===== src/rtl/mem_bus_arbiter_if.sv =====
// Bundle for the memory bus arbiter: the two cache request ports, their acks and responses,
// and the shared memory port. The arbiter takes the slave side; caches and memory take the master side.
interface mem_bus_arbiter_if;
    logic        icache_req_valid;
    logic [31:0] icache_req_addr;
    logic        dcache_req_valid;
    logic [1:0]  dcache_req_cmd;
    logic [31:0] dcache_req_addr;
    logic [63:0] dcache_req_data;
    logic [1:0]  dcache_req_size;

    logic        icache_ack;
    logic [3:0]  icache_ack_tag;
    logic        dcache_ack;
    logic [3:0]  dcache_ack_tag;

    logic        icache_rsp_valid;
    logic [3:0]  icache_rsp_tag;
    logic [63:0] icache_rsp_data;
    logic        dcache_rsp_valid;
    logic [3:0]  dcache_rsp_tag;
    logic [63:0] dcache_rsp_data;

    logic [1:0]  proc2mem_command;
    logic [31:0] proc2mem_addr;
    logic [63:0] proc2mem_data;
    logic [1:0]  proc2mem_size;

    logic [3:0]  mem2proc_response;
    logic [63:0] mem2proc_data;
    logic [3:0]  mem2proc_tag;

    logic [4:0]  outstanding_cnt;
    logic        err_unknown_tag;

    modport master (
        output icache_req_valid, icache_req_addr,
        output dcache_req_valid, dcache_req_cmd, dcache_req_addr, dcache_req_data, dcache_req_size,
        output mem2proc_response, mem2proc_data, mem2proc_tag,
        input  icache_ack, icache_ack_tag, dcache_ack, dcache_ack_tag,
        input  icache_rsp_valid, icache_rsp_tag, icache_rsp_data,
        input  dcache_rsp_valid, dcache_rsp_tag, dcache_rsp_data,
        input  proc2mem_command, proc2mem_addr, proc2mem_data, proc2mem_size,
        input  outstanding_cnt, err_unknown_tag
    );

    modport slave (
        input  icache_req_valid, icache_req_addr,
        input  dcache_req_valid, dcache_req_cmd, dcache_req_addr, dcache_req_data, dcache_req_size,
        input  mem2proc_response, mem2proc_data, mem2proc_tag,
        output icache_ack, icache_ack_tag, dcache_ack, dcache_ack_tag,
        output icache_rsp_valid, icache_rsp_tag, icache_rsp_data,
        output dcache_rsp_valid, dcache_rsp_tag, dcache_rsp_data,
        output proc2mem_command, proc2mem_addr, proc2mem_data, proc2mem_size,
        output outstanding_cnt, err_unknown_tag
    );
endinterface


===== src/rtl/mem_bus_arbiter.sv =====
// Arbitrates icache and dcache onto one tagged memory port with dcache priority and an icache
// anti-starvation override, and routes returned load data back to the owner of each tag.
module mem_bus_arbiter #(
    parameter int STARVE_LIMIT = 4,
    parameter int NUM_TAGS     = 16
) (
    input  logic                 clock,
    input  logic                 reset,
    mem_bus_arbiter_if.slave     bus
);

    localparam logic [1:0] BUS_NONE    = 2'd0;
    localparam logic [1:0] BUS_LOAD    = 2'd1;
    localparam logic [1:0] SIZE_DOUBLE = 2'd3;

    logic [2:0]          starve_q, starve_d;
    logic [NUM_TAGS-1:0] tag_valid_q, tag_valid_d;
    logic [NUM_TAGS-1:0] tag_owner_q, tag_owner_d;
    logic [4:0]          outstanding_q, outstanding_d;
    logic                err_q, err_d;

    logic       icache_win, dcache_win;
    logic       mem_accept;
    logic       icache_ack, dcache_ack;
    logic       ack_is_load;
    logic [3:0] ack_tag;
    logic [3:0] rtn_tag;
    logic       rtn_hit, rtn_miss;
    logic       rtn_owner;

    // Grant is purely combinational; reset suppresses it so the bus is idle while resetting.
    always_comb begin
        icache_win = !reset && bus.icache_req_valid &&
                     (!bus.dcache_req_valid || (starve_q == 3'(STARVE_LIMIT)));
        dcache_win = !reset && bus.dcache_req_valid && !icache_win;
        mem_accept = (bus.mem2proc_response != 4'd0);
        icache_ack = icache_win && mem_accept;
        dcache_ack = dcache_win && mem_accept;
        ack_is_load = icache_ack || (dcache_ack && (bus.dcache_req_cmd == BUS_LOAD));
        ack_tag    = bus.mem2proc_response;
    end

    always_comb begin
        rtn_tag   = bus.mem2proc_tag;
        rtn_hit   = (rtn_tag != 4'd0) && tag_valid_q[rtn_tag];
        rtn_miss  = (rtn_tag != 4'd0) && !tag_valid_q[rtn_tag];
        rtn_owner = tag_owner_q[rtn_tag];
    end

    always_comb begin
        bus.proc2mem_command = BUS_NONE;
        bus.proc2mem_addr    = 32'd0;
        bus.proc2mem_data    = 64'd0;
        bus.proc2mem_size    = 2'd0;
        if (icache_win) begin
            bus.proc2mem_command = BUS_LOAD;
            bus.proc2mem_addr    = bus.icache_req_addr;
            bus.proc2mem_size    = SIZE_DOUBLE;
        end else if (dcache_win) begin
            bus.proc2mem_command = bus.dcache_req_cmd;
            bus.proc2mem_addr    = bus.dcache_req_addr;
            bus.proc2mem_data    = bus.dcache_req_data;
            bus.proc2mem_size    = bus.dcache_req_size;
        end
    end

    always_comb begin
        bus.icache_ack     = icache_ack;
        bus.dcache_ack     = dcache_ack;
        bus.icache_ack_tag = icache_ack ? ack_tag : 4'd0;
        bus.dcache_ack_tag = dcache_ack ? ack_tag : 4'd0;

        bus.icache_rsp_valid = !reset && rtn_hit && !rtn_owner;
        bus.dcache_rsp_valid = !reset && rtn_hit && rtn_owner;
        bus.icache_rsp_tag   = bus.icache_rsp_valid ? rtn_tag : 4'd0;
        bus.dcache_rsp_tag   = bus.dcache_rsp_valid ? rtn_tag : 4'd0;
        bus.icache_rsp_data  = bus.icache_rsp_valid ? bus.mem2proc_data : 64'd0;
        bus.dcache_rsp_data  = bus.dcache_rsp_valid ? bus.mem2proc_data : 64'd0;

        bus.outstanding_cnt = outstanding_q;
        bus.err_unknown_tag = err_q;
    end

    // Clear of the returning tag is applied first so a same-cycle reissue of that tag survives.
    always_comb begin
        tag_valid_d = tag_valid_q;
        tag_owner_d = tag_owner_q;
        if (rtn_hit) begin
            tag_valid_d[rtn_tag] = 1'b0;
        end
        if (ack_is_load && (ack_tag != 4'd0)) begin
            tag_valid_d[ack_tag] = 1'b1;
            tag_owner_d[ack_tag] = dcache_ack;
        end

        err_d = err_q || rtn_miss;

        starve_d = starve_q;
        if (icache_ack) begin
            starve_d = 3'd0;
        end else if (bus.icache_req_valid && (starve_q < 3'(STARVE_LIMIT))) begin
            starve_d = starve_q + 3'd1;
        end

        if (reset) begin
            tag_valid_d = '0;
            tag_owner_d = '0;
            err_d       = 1'b0;
            starve_d    = 3'd0;
        end

        outstanding_d = 5'd0;
        for (int i = 0; i < NUM_TAGS; i++) begin
            outstanding_d = outstanding_d + 5'(tag_valid_d[i]);
        end
    end

    always_ff @(posedge clock) begin
        starve_q      <= starve_d;
        tag_valid_q   <= tag_valid_d;
        tag_owner_q   <= tag_owner_d;
        outstanding_q <= outstanding_d;
        err_q         <= err_d;
    end

endmodule


===== src/flat_wrapper.sv =====
// flat-port wrapper written by rule: the top's interface ports become plain ports
module mem_bus_arbiter_flat 
#(
    parameter int STARVE_LIMIT = 4,
    parameter int NUM_TAGS     = 16
)
  (clock, reset, bus_icache_req_valid, bus_icache_req_addr, bus_dcache_req_valid, bus_dcache_req_cmd, bus_dcache_req_addr, bus_dcache_req_data, bus_dcache_req_size, bus_mem2proc_response, bus_mem2proc_data, bus_mem2proc_tag, bus_icache_ack, bus_icache_ack_tag, bus_dcache_ack, bus_dcache_ack_tag, bus_icache_rsp_valid, bus_icache_rsp_tag, bus_icache_rsp_data, bus_dcache_rsp_valid, bus_dcache_rsp_tag, bus_dcache_rsp_data, bus_proc2mem_command, bus_proc2mem_addr, bus_proc2mem_data, bus_proc2mem_size, bus_outstanding_cnt, bus_err_unknown_tag);
  mem_bus_arbiter_if bus_i ();
  input  logic clock;
  input  logic reset;
  input wire logic [$bits(bus_i.icache_req_valid)-1:0] bus_icache_req_valid;
  input wire logic [$bits(bus_i.icache_req_addr)-1:0] bus_icache_req_addr;
  input wire logic [$bits(bus_i.dcache_req_valid)-1:0] bus_dcache_req_valid;
  input wire logic [$bits(bus_i.dcache_req_cmd)-1:0] bus_dcache_req_cmd;
  input wire logic [$bits(bus_i.dcache_req_addr)-1:0] bus_dcache_req_addr;
  input wire logic [$bits(bus_i.dcache_req_data)-1:0] bus_dcache_req_data;
  input wire logic [$bits(bus_i.dcache_req_size)-1:0] bus_dcache_req_size;
  input wire logic [$bits(bus_i.mem2proc_response)-1:0] bus_mem2proc_response;
  input wire logic [$bits(bus_i.mem2proc_data)-1:0] bus_mem2proc_data;
  input wire logic [$bits(bus_i.mem2proc_tag)-1:0] bus_mem2proc_tag;
  output wire logic [$bits(bus_i.icache_ack)-1:0] bus_icache_ack;
  output wire logic [$bits(bus_i.icache_ack_tag)-1:0] bus_icache_ack_tag;
  output wire logic [$bits(bus_i.dcache_ack)-1:0] bus_dcache_ack;
  output wire logic [$bits(bus_i.dcache_ack_tag)-1:0] bus_dcache_ack_tag;
  output wire logic [$bits(bus_i.icache_rsp_valid)-1:0] bus_icache_rsp_valid;
  output wire logic [$bits(bus_i.icache_rsp_tag)-1:0] bus_icache_rsp_tag;
  output wire logic [$bits(bus_i.icache_rsp_data)-1:0] bus_icache_rsp_data;
  output wire logic [$bits(bus_i.dcache_rsp_valid)-1:0] bus_dcache_rsp_valid;
  output wire logic [$bits(bus_i.dcache_rsp_tag)-1:0] bus_dcache_rsp_tag;
  output wire logic [$bits(bus_i.dcache_rsp_data)-1:0] bus_dcache_rsp_data;
  output wire logic [$bits(bus_i.proc2mem_command)-1:0] bus_proc2mem_command;
  output wire logic [$bits(bus_i.proc2mem_addr)-1:0] bus_proc2mem_addr;
  output wire logic [$bits(bus_i.proc2mem_data)-1:0] bus_proc2mem_data;
  output wire logic [$bits(bus_i.proc2mem_size)-1:0] bus_proc2mem_size;
  output wire logic [$bits(bus_i.outstanding_cnt)-1:0] bus_outstanding_cnt;
  output wire logic [$bits(bus_i.err_unknown_tag)-1:0] bus_err_unknown_tag;
  assign bus_i.icache_req_valid = bus_icache_req_valid;
  assign bus_i.icache_req_addr = bus_icache_req_addr;
  assign bus_i.dcache_req_valid = bus_dcache_req_valid;
  assign bus_i.dcache_req_cmd = bus_dcache_req_cmd;
  assign bus_i.dcache_req_addr = bus_dcache_req_addr;
  assign bus_i.dcache_req_data = bus_dcache_req_data;
  assign bus_i.dcache_req_size = bus_dcache_req_size;
  assign bus_i.mem2proc_response = bus_mem2proc_response;
  assign bus_i.mem2proc_data = bus_mem2proc_data;
  assign bus_i.mem2proc_tag = bus_mem2proc_tag;
  assign bus_icache_ack = bus_i.icache_ack;
  assign bus_icache_ack_tag = bus_i.icache_ack_tag;
  assign bus_dcache_ack = bus_i.dcache_ack;
  assign bus_dcache_ack_tag = bus_i.dcache_ack_tag;
  assign bus_icache_rsp_valid = bus_i.icache_rsp_valid;
  assign bus_icache_rsp_tag = bus_i.icache_rsp_tag;
  assign bus_icache_rsp_data = bus_i.icache_rsp_data;
  assign bus_dcache_rsp_valid = bus_i.dcache_rsp_valid;
  assign bus_dcache_rsp_tag = bus_i.dcache_rsp_tag;
  assign bus_dcache_rsp_data = bus_i.dcache_rsp_data;
  assign bus_proc2mem_command = bus_i.proc2mem_command;
  assign bus_proc2mem_addr = bus_i.proc2mem_addr;
  assign bus_proc2mem_data = bus_i.proc2mem_data;
  assign bus_proc2mem_size = bus_i.proc2mem_size;
  assign bus_outstanding_cnt = bus_i.outstanding_cnt;
  assign bus_err_unknown_tag = bus_i.err_unknown_tag;
  mem_bus_arbiter #(.STARVE_LIMIT(STARVE_LIMIT), .NUM_TAGS(NUM_TAGS)) u_core (.clock(clock), .reset(reset), .bus(bus_i));
endmodule

===== config.mk =====
export PLATFORM = sky130hd
export DESIGN_NAME = mem_bus_arbiter_flat
export DESIGN_NICKNAME = d
export VERILOG_FILES = /design/src/rtl/mem_bus_arbiter_if.sv /design/src/rtl/mem_bus_arbiter.sv /design/src/flat_wrapper.sv
export SDC_FILE = /design/constraint.sdc
export NUM_CORES = 1
export LEC_CHECK = 0
export ABC_AREA = 0
export CORE_AREA = 2 2 178 180
export DETAILED_ROUTE_END_ITERATION = 16
export DIE_AREA = 0 0 180 182
export GPL_TIMING_DRIVEN = 0
export PLACE_DENSITY_LB_ADDON = 0.2
export SYNTH_ARGS = -nofsm -noshare
export SYNTH_HDL_FRONTEND = slang
export SYNTH_SLANG_ARGS = --single-unit

===== constraint.sdc =====
create_clock -name clock -period 5.5 [get_ports clock]
set_clock_uncertainty 0.1 [all_clocks]
set_input_delay 1.1 -clock clock [delete_from_list [all_inputs] [get_ports clock]]
set_output_delay 1.1 -clock clock [all_outputs]
set_load 0.02 [all_outputs]

# Yosys cells after proc, flatten, opt, wreduce, memory -nomap -nowiden
# Cells that the tools add are included.
[word_totals] reg_bits=41 latch_bits=0 ram_bits=0 mem_bits_ro=0 in_bits=208 out_inout_bits=254 elab_cells=84 mem_count=0
[op_classes] addsub=16 multipliers=0 div_mod_pow=0 n_lt_le_gt_ge=5 n_eq_ne=2 shifts=0 mux=26 bitwise=3 n_reduce_logical=27
[op_table] op="2-to-1 mux 64 bit" count=4
[op_table] op="adder 5 x 1 -> 5 bit" count=14
[op_table] op="2-to-1 mux 32 bit" count=2
[op_table] op="2-to-1 mux 16 bit" count=3
[op_table] op="AND 16 bit" count=1
[op_table] op="bitwise mux 16 bit" count=1
[op_table] op="logical AND 1 bit" count=16
[op_table] op="2-to-1 mux 4 bit" count=4
[op_table] op="NOT 16 bit" count=1
[op_table] op="OR 16 bit" count=1
[op_table] op="< comparator 4 x 5 -> 1 bit (second input constant)" count=2
[op_table] op="binary-select mux 1 bit (select 4 bit)" count=2
[op_table] op="demux 1 bit (select 4 bit)" count=2
[op_table] op=">= comparator 4 x 1 -> 1 bit (second input constant)" count=2
[op_table] op="2-to-1 mux 2 bit" count=4
[op_table] op="nonzero test 4 bit" count=2
[op_table] op="logical NOT 1 bit" count=5
[op_table] op="2-to-1 mux 1 bit" count=4
[op_table] op="adder 3 x 1 -> 3 bit (second input constant)" count=1
[op_table] op="== test 3 bit (second input constant)" count=1
[op_table] op="logical OR 1 bit" count=3
[op_table] op="< comparator 3 bit (second input constant)" count=1
[op_table] op="adder 1 x 1 -> 2 bit" count=1
[op_table] op="== test 2 x 1 -> 1 bit (second input constant)" count=1
[op_table] op="OR reduction 2 bit" count=1

# Logic depth before layout (Yosys ltp)
[logic_depth] word_depth=26 ltp_mapped=20 mapped_depth_nobuf=19

# Least setup slack after synthesis
# OpenSTA, ideal clock, no wires.
[synth_timing] kind="input-to-reg" startpoint="input reset" endpoint="register u_core.outstanding_q[4], in the netlist u_core.bus.outstanding_cnt[4]" arrival_time_ns=5.584 required_ns=5.342 path_slack_ns=-0.242 path_stages=18 n_path_buf=2 cell_sequence="clkbuf_1 nand3b_1 o22ai_2 clkbuf_1 nand3_1 a21oi_1 ha_1 inv_1 fa_1 inv_1 fa_1 fa_1 inv_1 fa_1 fa_1 fa_1 nor2b_1 o21a_1"
[synth_via] elab_chain_cells=26 elab_cells_between_ends=28 classes_between="add/sub: 15; mux: 2; reduce/logical: 11"
[synth_rtl] element="start, declared" line="flat_wrapper.sv:10" rtl="input logic reset;"
[synth_rtl] element="logical NOT 1 bit" line="mem_bus_arbiter.sv:33, mem_bus_arbiter.sv:35"
[synth_rtl] element="logical AND 1 bit (2 in series)" line="mem_bus_arbiter.sv:33" rtl="icache_win = !reset && bus.icache_req_valid &&"
[synth_rtl] element="logical NOT 1 bit" line="mem_bus_arbiter.sv:35" rtl="dcache_win = !reset && bus.dcache_req_valid && !icache_win;"
[synth_rtl] element="logical AND 1 bit" line="mem_bus_arbiter.sv:35"
[synth_rtl] element="logical AND 1 bit" line="mem_bus_arbiter.sv:38" rtl="dcache_ack = dcache_win && mem_accept;"
[synth_rtl] element="logical AND 1 bit" line="mem_bus_arbiter.sv:39" rtl="ack_is_load = icache_ack || (dcache_ack && (bus.dcache_req_cmd == BUS_LOAD));"
[synth_rtl] element="logical OR 1 bit" line="mem_bus_arbiter.sv:39"
[synth_rtl] element="logical AND 1 bit" line="mem_bus_arbiter.sv:91" rtl="if (ack_is_load && (ack_tag != 4'd0)) begin"
[synth_rtl] element="2-to-1 mux 16 bit" line="mem_bus_arbiter.sv:91"
[synth_rtl] element="2-to-1 mux 16 bit (*)" line="mem_bus_arbiter.sv:105" rtl="if (reset) begin"
[synth_rtl] element="net u_core.tag_valid_d[1]" line="mem_bus_arbiter.sv:17" rtl="logic [NUM_TAGS-1:0] tag_valid_q, tag_valid_d;"
[synth_rtl] element="adder 1 x 1 -> 2 bit (*)" line="mem_bus_arbiter.sv:114" rtl="outstanding_d = outstanding_d + 5'(tag_valid_d[i]);"
[synth_rtl] element="adder 5 x 1 -> 5 bit (*) (14 in series)" line="mem_bus_arbiter.sv:114"
[synth_rtl] element="net u_core.outstanding_d[4]" line="mem_bus_arbiter.sv:19" rtl="logic [4:0] outstanding_q, outstanding_d;"
[synth_rtl] element="end signal, assigned" line="mem_bus_arbiter.sv:122" rtl="outstanding_q <= outstanding_d;"
[synth_rtl] element="end, declared" line="mem_bus_arbiter.sv:19"
# Mark *: on every way through the listed nets, which the timed path passes. The rest lies on a longest branch.
# A chain may end at the register's enable or synchronous reset.

# Worst setup path in the final report
# Ends and elaborated chain as after synthesis.

==> summary.txt <==
Final layout
  – Area grow syn2layout: 115.8%
  – Cell Count, Final, Fillers Out: about 1.5k
  – Fill cell count: about 3.4k
  – Share of cells above drive strength 1: 0.1191
  – Final Util: 0.3283
  – NumNets Final: roughly 1.3k

Route
  – Per-cell routed wire length: about 18 um
  – Initial drt markers: between 150 and 200
  – Via Count: 6606
  – Final WL: 27670 um
  – Post-DR vias/cell: between 4 and 5
  – DRC errors left: 0
  – Final ANT Viol Nets: 0
  – First drt pass iteration count: 4

Logic synthesis
  – Ys async rst share: 0
  – Synthesized cell area: about 0.0047 mm^2
  – Synth cell types: 43
  – Dominant cells by area after synthesis: dfxtp_1 17%, nor3_1 10%, and3_1 9.8%, nor3_2 8.5%, nand2_1 7.2%
  – Mean Syn Cell Area: 7.529 um^2
  – Yosys top cell by area: dfxtp_1
  – Commonest register cell after synthesis: dfxtp_1
  – Top-area cell type share of the netlist area: 0.1741
  – Post-synth EDFFs: 0
  – Syn_nets: 851
  – Synth Register Bits: 41
  – Sequential element share of the synthesized area: 0.1741
  – Mapped Cells: 626
  – Yosys warns: 0

Timing
  – Tcrit/Tclk final: 0.9689
  – Pins over their slew limit: 0
  – RSZ-0062 raised after global routing: no
  – Final setup fails: 0
  – Final hold vios: 0
  – WHS: between 0.3 and 0.4 ns
  – Rel. slew slack: 0.5069
  – Worst slew pin tran: roughly 0.74 ns
  – Maximum clock frequency: approximately 190 MHz
  – Final min period: between 5 and 6 ns

GRT
  – Vias in the first global route: 6981
  – All-layer global routing usage: 0.1592
  – Grt total ovfl: 0
  – Initial antenna violation count: 1
  – Global-route wire length before repair: 40720 um
  – Largest net degree at the start of global routing: 16

Floorplan
  – Initial Utilization: 0.1521
  – CORE AREA: roughly 0.031 mm^2
  – Io pins: approximately 460
  – Die Y-Extent: between 150 and 200 um
  – Die Width: around 180 um
  – Row cnt: 65
  – Die footprint: 0.03276 mm^2

Power and ir drop
  – Total Power: 1.078 mW
  – Maximum vdd ir drop: 90.34 uV
  – Static leakage: between 3 and 4 nW
  – Pwr dens: 106.0 mW/mm^2

Worst setup path
  – Worst EP arrival: ~5.5 ns
  – Crit path launch type: input port
  – Max FO, Critical Path: 5
  – Kind of critical path: in -> reg
  – CP endpoint kind: flip-flop
  – Req. time, crit path: about 5.6 ns

Clock network
  – CTS Buf Count: 5
  – Clock transition at path regs: roughly 0.070 ns
  – Clk root buf: clkbuf_16
  – H-tree Lvls: 2
  – CTS tree: done
  – Clk_lat worst skew: roughly 0.29 ns
  – Clock sink count: just over 40
  – Clock buffer depth: 2

Run
  – Max Cap Viol: 0

Placement
  – Placed Cells: between 1k and 1.5k
  – Detail Placement HPWL: between 20000 and 25000 um
  – RD Place Congestion: just under 0.9
  – Port Buffer Count: between 400 and 500

Outcome
  – Status: completed

Worst hold path
  – Worst min path class: reg -> reg
==> layout make-up <==
type / count / area (um^2) / area share
Antenna cell: 1 / 2.502 / 0.0002460
Buffer: 71 / 518.0 / 0.05092
Tap cell: 402 / 503.0 / 0.04944
Clock buffer: 5 / 125.1 / 0.01230
Sequential cell: 41 / 820.8 / 0.08068
Timing Repair Buffer: 475 / 4715 / 0.4634
Inverter: 21 / 78.83 / 0.007748
Clock inverter: 3 / 25.02 / 0.002460
Multi-Input combinational cell: 492 / 3386 / 0.3328
==> critical path: stages <==
cell	delay (ns)
buf_6	0.10
clkbuf_8	0.12
nand3b_1	0.21
o22ai_4	0.18
buf_8	0.15
nand3_4	0.09
a21oi_2	0.16
ha_1	0.26
inv_2	0.07
fa_1	0.41
inv_1	0.08
fa_1	0.44
fa_1	0.55
inv_2	0.04
fa_1	0.46
fa_2	0.38
fa_2	0.41
nor2b_1	0.13
o21a_1	0.13
==> final timing paths <==
check	slack [ns]	cells after the start	end	start
max	0.17	19	u_core.bus.outstanding_cnt[4]	reset
min	0.36	2	u_core.tag_owner_q[14]	u_core.tag_owner_q[14]
max reg2reg	0.57	19	u_core.bus.outstanding_cnt[4]	u_core.starve_q[0]
min reg2reg	0.36	2	u_core.tag_owner_q[14]	u_core.tag_owner_q[14]
==> cell usage after synthesis (5+ instances only) <==
library cell   n
and3_1        74
fa_1          10
inv_1         20
buf_2         11
clkbuf_1      38
a21oi_1       22
nand3_1       11
mux4_2         8
ha_1           7
buf_6          7
a22o_1        33
nor3_2        40
o21ai_0       13
nand2_1       91
mux2i_1       12
nor3_1        96
buf_8          6
nand2b_1       5
nor2_1        10
buf_12         5
nor2b_1       11
o31ai_1        5
nand4_1        7
a21o_1        16
dfxtp_1       41
==> cell families (layout without fill, tap and decap cells) <==
kind of cell | count (synthesis) | in the layout | share of synthesized area
muxes | 20 | 20 | 0.06371
other | 0 | 1 | 0
DFF | 41 | 41 | 0.1741
AOI/OAI and AO/OA | 95 | 95 | 0.1444
xor gates and xnor gates | 3 | 3 | 0.005576
adders and majority gates | 17 | 17 | 0.06106
buffers and inverters | 93 | 575 | 0.1221
and+or+nand+nor | 357 | 357 | 0.4290
==> layout by cell type, fill, tap and decap left out, types with 5 or more instances in the layout <==
cell type,n
inv_1,18
buf_6,9
nand2b_1,5
nand2_1,90
clkdlybuf4s50_1,448
buf_2,11
mux2i_1,12
o21ai_0,12
buf_12,5
nor3_1,96
nor3_2,40
buf_8,7
clkbuf_1,34
o31ai_1,5
mux4_2,8
clkbuf_16,5
ha_1,7
dlymetal6s2s_1,5
fa_1,7
a21o_1,16
dfxtp_1,41
nor2_1,9
buf_4,18
a21oi_1,21
nand3_1,9
and3_1,74
a22o_1,33
nor2b_1,8
nand4_1,7
==> registers in the layout, summed over array words and instances (netlist names) <==
| register | cells |
|---|---|
| u_core.bus.err_unknown_tag | 1 |
| u_core.starve_q | 3 |
| u_core.tag_owner_q | 16 |
| u_core.bus.outstanding_cnt | 5 |
| u_core.tag_valid_q | 16 |
==> per-layer routing <==
layer  up-vias  wire length [um]  global-route usage
li1       3203                 -                   -
met1      3044             10240              0.1662
met2       324             14760              0.3128
met3        35              2037             0.03791
met4         0               640             0.04585
met5         -                 0                   0
==> stage by stage <==
step	TNS (ns)	cell area, um^2	worst slack (ns)
after global placement	-9.936	9847	-1.085
after floorplan	0	4740	0.003080
after global routing	0	10170	0.002091
after CTS	0	10100	0.01049
final	0	10170	0.1708
after detailed placement	-10.58	9847	-1.089
==> report_power, final <==
| part | switching [mW] | internal [mW] |
|---|---|---|
| Combinational | 0.211 | 0.257 |
| Clock | 0.134 | 0.172 |
| Sequential | 0.00258 | 0.302 |
| Total | 0.348 | 0.730 |
==> timing repair <==
action,CTS,global route
setup buffers,8,7
endpoints found under the setup margin,66,5
resized for setup,24,33
pin swaps,6,10
hold buffers,0,0
No activity file was read; power rests on OpenSTA's default activity.
